### config.mk
export PLATFORM = sky130hd
export DESIGN_NAME = dmem_bus_arbiter_flat
export DESIGN_NICKNAME = d
export VERILOG_FILES = /design/src/rtl/dmem_bus_arbiter_if.sv /design/src/rtl/dmem_bus_arbiter.sv /design/src/flat_wrapper.sv
export SDC_FILE = /design/constraint.sdc
export NUM_CORES = 1
export LEC_CHECK = 0
export BUFFER_PORTS_ARGS = -buffer_cell sky130_fd_sc_hd__buf_4
export CORE_AREA = 2 2 173 175
export CTS_CLUSTER_SIZE = 24
export DETAILED_ROUTE_END_ITERATION = 6
export DIE_AREA = 0 0 175 177
export HOLD_SLACK_MARGIN = 0.1
export PLACE_DENSITY_LB_ADDON = 0.1
export REMOVE_ABC_BUFFERS = 1
export SLEW_MARGIN = 15
export SYNTH_ARGS = -nofsm -noshare
export SYNTH_HDL_FRONTEND = slang
export SYNTH_SLANG_ARGS = --single-unit
### constraint.sdc
create_clock -name clk -period 2.14 [get_ports clk]
set_input_delay 0.214 -clock clk [delete_from_list [all_inputs] [get_ports clk]]
set_output_delay 0.214 -clock clk [all_outputs]
set_load 0.005 [all_outputs]
### src/rtl/dmem_bus_arbiter_if.sv
// dmem_bus_arbiter_if: CPU/DMA request handshakes and the shared data-memory port
interface dmem_bus_arbiter_if #(
  parameter int WORD_SIZE  = 16,
  parameter int BLOCK_SIZE = 64
);
  logic                  c_req;
  logic                  c_we;
  logic [WORD_SIZE-1:0]  c_addr;
  logic [BLOCK_SIZE-1:0] c_wdata;
  logic [BLOCK_SIZE-1:0] c_rdata;
  logic                  c_done;
  logic                  dma_br;
  logic                  dma_bg;
  logic                  d_req;
  logic                  d_we;
  logic [WORD_SIZE-1:0]  d_addr;
  logic [BLOCK_SIZE-1:0] d_wdata;
  logic [BLOCK_SIZE-1:0] d_rdata;
  logic                  d_done;
  logic                  m_readM;
  logic                  m_writeM;
  logic [WORD_SIZE-1:0]  m_address;
  logic [BLOCK_SIZE-1:0] m_wdata;
  logic [BLOCK_SIZE-1:0] m_rdata;
  modport master (
    input  c_req, c_we, c_addr, c_wdata, dma_br, d_req, d_we, d_addr, d_wdata, m_rdata,
    output c_rdata, c_done, dma_bg, d_rdata, d_done, m_readM, m_writeM, m_address, m_wdata
  );
  modport slave (
    output c_req, c_we, c_addr, c_wdata, dma_br, d_req, d_we, d_addr, d_wdata, m_rdata,
    input  c_rdata, c_done, dma_bg, d_rdata, d_done, m_readM, m_writeM, m_address, m_wdata
  );
endinterface

### src/rtl/dmem_bus_arbiter.sv
// dmem_bus_arbiter: shares the data memory port between D-cache and DMA with BR/BG handshake
module dmem_bus_arbiter #(
  parameter int READ_LATENCY  = 4,
  parameter int WRITE_LATENCY = 4
) (
  input logic                clk,
  input logic                reset_n,
  dmem_bus_arbiter_if.master b
);
  typedef enum logic [1:0] {IDLE, CPU_ACC, DMA_OWN, DMA_ACC} state_t;
  state_t     state, state_nx;
  logic [2:0] cnt;
  logic       we, cpu_first, last, acc, start_c, start_d, we_nx;
  assign last    = cnt == 3'd1;
  assign acc     = state == CPU_ACC || state == DMA_ACC;
  assign start_c = state == IDLE && state_nx == CPU_ACC;
  assign start_d = state == DMA_OWN && state_nx == DMA_ACC;
  assign we_nx   = start_c ? b.c_we : b.d_we;
  assign b.dma_bg   = state == DMA_OWN || state == DMA_ACC;
  assign b.m_readM  = acc && !we;
  assign b.m_writeM = acc && we;
  // cpu_first lets a CPU request parked behind a DMA period win the next IDLE decision
  always_comb begin
    state_nx = state;
    case (state)
      IDLE:    state_nx = b.dma_br && !(cpu_first && b.c_req) ? DMA_OWN : b.c_req ? CPU_ACC : IDLE;
      CPU_ACC: state_nx = last ? IDLE : CPU_ACC;
      DMA_OWN: state_nx = b.d_req ? DMA_ACC : b.dma_br ? DMA_OWN : IDLE;
      default: state_nx = last ? DMA_OWN : DMA_ACC;
    endcase
  end
  always_ff @(posedge clk) begin
    if (!reset_n) begin
      state       <= IDLE;
      cnt         <= '0;
      we          <= 1'b0;
      cpu_first   <= 1'b0;
      b.m_address <= '0;
      b.m_wdata   <= '0;
      b.c_rdata   <= '0;
      b.d_rdata   <= '0;
      b.c_done    <= 1'b0;
      b.d_done    <= 1'b0;
    end else begin
      state    <= state_nx;
      b.c_done <= state == CPU_ACC && last;
      b.d_done <= state == DMA_ACC && last;
      if (start_c || start_d) begin
        we          <= we_nx;
        b.m_address <= start_c ? b.c_addr : b.d_addr;
        b.m_wdata   <= start_c ? b.c_wdata : b.d_wdata;
        cnt         <= we_nx ? 3'(WRITE_LATENCY) : 3'(READ_LATENCY);
      end else if (acc)
        cnt <= cnt - 3'd1;
      if (state == CPU_ACC && last && !we)
        b.c_rdata <= b.m_rdata;
      if (state == DMA_ACC && last && !we)
        b.d_rdata <= b.m_rdata;
      if (state == DMA_OWN && state_nx == IDLE && b.c_req)
        cpu_first <= 1'b1;
      else if (state == CPU_ACC && last)
        cpu_first <= 1'b0;
    end
  end
endmodule
### src/flat_wrapper.sv
// flat-port wrapper written by rule: the top's interface ports become plain ports
module dmem_bus_arbiter_flat 
#(
  parameter int READ_LATENCY  = 4,
  parameter int WRITE_LATENCY = 4
)
  (clk, reset_n, b_c_req, b_c_we, b_c_addr, b_c_wdata, b_dma_br, b_d_req, b_d_we, b_d_addr, b_d_wdata, b_m_rdata, b_c_rdata, b_c_done, b_dma_bg, b_d_rdata, b_d_done, b_m_readM, b_m_writeM, b_m_address, b_m_wdata);
  dmem_bus_arbiter_if b_i ();
  input logic clk;
  input logic reset_n;
  input wire logic [$bits(b_i.c_req)-1:0] b_c_req;
  input wire logic [$bits(b_i.c_we)-1:0] b_c_we;
  input wire logic [$bits(b_i.c_addr)-1:0] b_c_addr;
  input wire logic [$bits(b_i.c_wdata)-1:0] b_c_wdata;
  input wire logic [$bits(b_i.dma_br)-1:0] b_dma_br;
  input wire logic [$bits(b_i.d_req)-1:0] b_d_req;
  input wire logic [$bits(b_i.d_we)-1:0] b_d_we;
  input wire logic [$bits(b_i.d_addr)-1:0] b_d_addr;
  input wire logic [$bits(b_i.d_wdata)-1:0] b_d_wdata;
  input wire logic [$bits(b_i.m_rdata)-1:0] b_m_rdata;
  output wire logic [$bits(b_i.c_rdata)-1:0] b_c_rdata;
  output wire logic [$bits(b_i.c_done)-1:0] b_c_done;
  output wire logic [$bits(b_i.dma_bg)-1:0] b_dma_bg;
  output wire logic [$bits(b_i.d_rdata)-1:0] b_d_rdata;
  output wire logic [$bits(b_i.d_done)-1:0] b_d_done;
  output wire logic [$bits(b_i.m_readM)-1:0] b_m_readM;
  output wire logic [$bits(b_i.m_writeM)-1:0] b_m_writeM;
  output wire logic [$bits(b_i.m_address)-1:0] b_m_address;
  output wire logic [$bits(b_i.m_wdata)-1:0] b_m_wdata;
  assign b_i.c_req = b_c_req;
  assign b_i.c_we = b_c_we;
  assign b_i.c_addr = b_c_addr;
  assign b_i.c_wdata = b_c_wdata;
  assign b_i.dma_br = b_dma_br;
  assign b_i.d_req = b_d_req;
  assign b_i.d_we = b_d_we;
  assign b_i.d_addr = b_d_addr;
  assign b_i.d_wdata = b_d_wdata;
  assign b_i.m_rdata = b_m_rdata;
  assign b_c_rdata = b_i.c_rdata;
  assign b_c_done = b_i.c_done;
  assign b_dma_bg = b_i.dma_bg;
  assign b_d_rdata = b_i.d_rdata;
  assign b_d_done = b_i.d_done;
  assign b_m_readM = b_i.m_readM;
  assign b_m_writeM = b_i.m_writeM;
  assign b_m_address = b_i.m_address;
  assign b_m_wdata = b_i.m_wdata;
  dmem_bus_arbiter #(.READ_LATENCY(READ_LATENCY), .WRITE_LATENCY(WRITE_LATENCY)) u_core (.clk(clk), .reset_n(reset_n), .b(b_i));
endmodule
---- After elaboration in Yosys (flattened, before gate mapping) ----
Cells that the tools add are included.
storage, ports and cells
  input bits .............................. 231
  register bits after elaboration ......... 217
  output and inout bits ................... 213
operators by class
  bitwise logic cells ..................... 1
  $add $sub $neg .......................... 1
  reductions and logical operators ........ 22
  eq/ne operators ......................... 6
  multiplexer cells ....................... 14
operators by type and width
  kind                   number
  $mux W64               1
  $mux W16               1
  $logic_and A1 B1 Y1    12
  $eq A2 B2 Y1 const B   3
  $mux W1                6
  $mux W2                3
  $mux W3                2
  $pmux W2 S3            1
  $eq A2 B1 Y1 const B   2
  $logic_not A2 Y1       2
  $reduce_bool A2 Y1     2
  $eq A3 B1 Y1 const B   1
  $logic_or A1 B1 Y1     3
  $sub A3 B1 Y3 const B  1
  $logic_not A1 Y1       2
  $reduce_or A2 Y1       1
  $not A1 Y1             1

---- Depth between registers and ports, before layout ----
  depth after elaboration ................. 9
  gate-level depth with buffers ........... 8

---- Worst setup path before layout ----
Ideal clock, no wire load.
  path kind ............................... reg2reg
  from .................................... register u_core.cnt[1]
  to ...................................... register u_core.b.d_rdata[13]
  clock period less this slack ............ 1.502 ns
  cell stages (with the launch flop) ...... 8
  arrival ................................. 1.432 ns
  slack ................................... 0.638 ns
  path through ............................ dfxtp_1 -> inv_1 -> ha_1 -> and4bb_2 -> nand2_1 -> clkbuf_1 -> nand2_1 -> a21oi_1
between the ends
  longest elaborated chain between the ends .. 3
ends and longest elaborated chain
  element                           RTL line                   RTL
  from (decl)                       dmem_bus_arbiter.sv:12     logic [2:0] cnt;
  from (signal assigned)            dmem_bus_arbiter.sv:52     cnt <= we_nx ? 3'(WRITE_LATENCY) : 3'(READ_LATENCY);
  from (signal assigned)            dmem_bus_arbiter.sv:54     cnt <= cnt - 3'd1;
  $eq A3 B1 Y1                      dmem_bus_arbiter.sv:14     assign last = cnt == 3'd1;
  $logic_and A1 B1 Y1 (2 in a row)  dmem_bus_arbiter.sv:57     if (state == DMA_ACC && last && !we)
  to (signal assigned)              dmem_bus_arbiter.sv:58     b.d_rdata <= b.m_rdata;
  to (decl)                         dmem_bus_arbiter_if.sv:27  output c_rdata, c_done, dma_bg, d_rdata, d_done, m_readM, m_writeM, m_address, m_wdata
No other way between the ends.
A chain may end at the register's enable or synchronous reset.

---- Worst setup path after layout ----
  from .................................... input b_dma_br
  to ...................................... register u_core.b.m_wdata[31]
between the ends
  longest elaborated chain between the ends .. 6
ends and longest elaborated chain
  element                                         RTL line                                        RTL
  from (decl)                                     flat_wrapper.sv:15                              input wire logic [$bits(b_i.dma_br)-1:0] b_dma_br;
  $mux W2 or $logic_and A1 B1 Y1 (tied branches)  dmem_bus_arbiter.sv:28, dmem_bus_arbiter.sv:26
  $mux W2 (on tied branches)                      dmem_bus_arbiter.sv:28, dmem_bus_arbiter.sv:26
  $pmux W2 S3 *                                   dmem_bus_arbiter.sv:25                          case (state)
  $eq A2 B1 Y1 or $eq A2 B2 Y1 (tied branches)    dmem_bus_arbiter.sv:16, dmem_bus_arbiter.sv:17
  $logic_and A1 B1 Y1 (on tied branches)          dmem_bus_arbiter.sv:16, dmem_bus_arbiter.sv:17
  $mux W64 or $logic_or A1 B1 Y1 (tied branches)  dmem_bus_arbiter.sv:51, dmem_bus_arbiter.sv:48
  to (signal assigned)                            dmem_bus_arbiter.sv:51                          b.m_wdata <= start_c ? b.c_wdata : b.d_wdata;
  to (decl)                                       dmem_bus_arbiter_if.sv:27
Every way passes the cells marked *; elsewhere a longest branch is shown, timed or not.

==> summary.txt <==
Logic synthesis
  – Avg Cell Area, Syn: 8.82 um^2
  – Yosys cell types: 30
  – Yosys top cell by area: dfxtp_1
  – Post-synth top cells: nand2_1, dfxtp_1, a21oi_1, a22oi_1, o22ai_2
  – Synth Instances: 971
  – Synth Warn #: 0
  – Yosys reg bits: 217
  – Top cell type's share of synthesized area: 0.507
  – EDFF count, synth: 0
  – Most common cell in the netlist: nand2_1
  – Mapped Area: about 0.0086 mm^2
  – Primary FF master, synth: dfxtp_1
  – Synth area leaders: dfxtp_1, nand2_1, o22ai_2, a21oi_1, a22oi_1
  – Ys async rst share: 0
  – Sequential fraction of the synthesis area: 0.507

Critical path
  – Crit path from: b_dma_br
  – Crit path max fanout: 7
  – CP arrival: between 2 and 3 ns
  – CP Capture Type: flop
  – Critical Path Start Type: primary input
  – CP required: 2.59 ns
  – Reg2reg start: u_core.cpu_first
  – Critical path class: primary input to flop

Global routing
  – GRT Overall Usage: 0.202
  – Initial antenna violation count: 0
  – Total gr overflow: 0
  – Vias in the first global route: about 9000
  – First-pass GRT wire length: around 50000 um
  – Largest net degree at the start of global routing: 85

Detailed routing
  – DR vias: 9398
  – DR vias/cell: 4.65
  – Pre-Repair DR Iteration Count: 5
  – Routed length per instance: 16.6 um
  – DRT antenna net count: 0
  – Initial DRC count: 464
  – Post-Route WL: roughly 33000 um
  – Drc violations: 0

Cells and area
  – P&R area growth vs syn: 80.6%
  – Share of cells above drive strength 1: 0.369
  – Ant diodes: 0
  – Fin nets: 1848
  – Final Core Density: 0.529

Die
  – Die area: 0.0310 mm^2
  – Die Y: 177 um
  – Initial Util: 0.293
  – Die X: 175 um
  – Core Area: 0.0292 mm^2
  – Boundary pin count: 444
  – Row count: 63

Power
  – Max IR drop VDD: about 470 uV
  – Pleak: 6.31 nW
  – P per Cell Area: 657 mW/mm^2

Clocking
  – CTS Buffer Depth: 3
  – Worst-Skew Late Latency: 0.51 ns
  – Clock root buffer: clkbuf_16
  – CTS tree: yes
  – Inserted Clock Buffers: 25
  – Clock Sinks: 217
  – Clock slew at reported path FFs: 0.06 ns
  – H-tree levels: 1

Min path
  – HP Start: reset_n
  – Type of the most critical hold path: primary input to flop

Flow run
  – Max-cap viol count: 0

Timing
  – Crit share post-route: 0.983
  – Max-slew violation total from the final report: 0
  – WHS: 0.161 ns
  – Post-Route Setup TNS: 0 ns
  – Rel. slew slack: 0.390
  – Worst-Margin Slew: about 0.92 ns
  – Final hold violations: 0
  – Fin worst setup slack: 0.0365 ns
  – Setup violators final: 0
  – Fmax achieved: 475 MHz
  – Final Critical Period: ~2.1 ns
  – Setup Skew: 0.00608 ns

Placed design
  – Post-DP HPWL: 22000 um
  – I/O Buffers: 443
  – GPL Wtd Cong: approximately 0.76
  – Worst slack at placement: 0.447 ns

Status
  – Status: finished clean
==> placed cells by master, fill, tap and decap left out, types with 2 or more instances in the layout <==
master / n
ha_1: 2
buf_12: 15
clkinv_2: 4
inv_1: 5
clkbuf_8: 5
and2_2: 2
a21oi_1: 132
a22oi_1: 79
clkbuf_16: 25
buf_4: 457
o21ai_0: 3
clkbuf_1: 5
o31ai_1: 2
dfxtp_1: 216
nand2_1: 339
nor3_1: 2
nand2_2: 2
a22oi_2: 2
dlygate4sd3_1: 229
o22ai_2: 79
and2_1: 2
o22ai_1: 3
==> metrics by stage <==
stage                     cell area (um^2)  total power [mW]  instances
after floorplan                       8130              4.90        885
after global placement               12400              5.76       1745
after detailed placement             12400              5.77       1745
after CTS                            15400              10.3       2016
after global routing                 15500              10.6       2019
final                                15500              10.2       2019
==> worst paths after layout <==
kind	endpoint	slack (ns)	cells after the start
worst max-delay path	u_core.b.m_wdata[31]	0.04	9
worst min-delay path	u_core.b.c_rdata[30]	0.16	3
worst max register to register	u_core.b.m_wdata[31]	0.06	7
worst min register to register	u_core.b.c_rdata[40]	0.45	2
==> critical path: stages <==
cell,delay (ns)
dlygate4sd3_1,0.55
buf_4,0.15
and2b_2,0.22
nor4_4,0.27
buf_4,0.18
buf_4,0.17
a22oi_2,0.07
dlygate4sd3_1,0.59
o22ai_2,0.14
==> layer usage <==
metal  wire [um]  GRT usage  part of all wire  up-vias
li1            -          -                 -     4628
met1       14100      0.255              0.42     4373
met2       16200      0.348              0.49      342
met3        2240     0.0415             0.067       55
met4         890     0.0604             0.027        0
met5           0          0                 0        -
==> sequential cells by signal (all words and copies together), names as in the netlist <==
| register | count |
|---|---|
| u_core.we | 1 |
| u_core.state | 2 |
| u_core.cnt | 3 |
| u_core.b.m_wdata | 64 |
| u_core.b.d_rdata | 64 |
| u_core.b.c_rdata | 64 |
| u_core.b.m_address | 16 |
| u_core.b.c_done | 1 |
| u_core.b.d_done | 1 |
| u_core.cpu_first | 1 |
==> kinds of logic (layout without fill, tap and decap cells) <==
| family | after synthesis | count (layout) | share of synthesized area |
|---|---|---|---|
| and+or+nand+nor | 358 | 358 | 0.164 |
| AOI/OAI and AO/OA | 302 | 302 | 0.273 |
| DFF | 217 | 217 | 0.507 |
| buffers and inverters | 92 | 750 | 0.0532 |
| adders and majority gates | 2 | 2 | 0.00292 |
==> repair_timing <==
action,in CTS,in global routing
endpoints found under the hold margin,211,0
setup buffers,0,2
gates resized for setup,0,6
endpoints found under the setup margin,0,13
hold buffers,230,0
==> report_power, final <==
group	leakage [nW]	internal [mW]	total (mW)	switching, mW
combinational	4.17	1.02	1.76	0.742
sequential	1.76	4.20	4.29	0.0881
clock	0.380	2.42	4.12	1.70
==> cell type report <==
cell class	instances	area [um^2]
clock inverter	6	57.6
multi-input combinational	662	3780
inverter	6	30.0
sequential	217	4350
timing repair buffer	703	6050
fill	2687	13800
tap	390	488
clock buffer	35	713
Note: power is estimated with default switching activity, not from simulation.
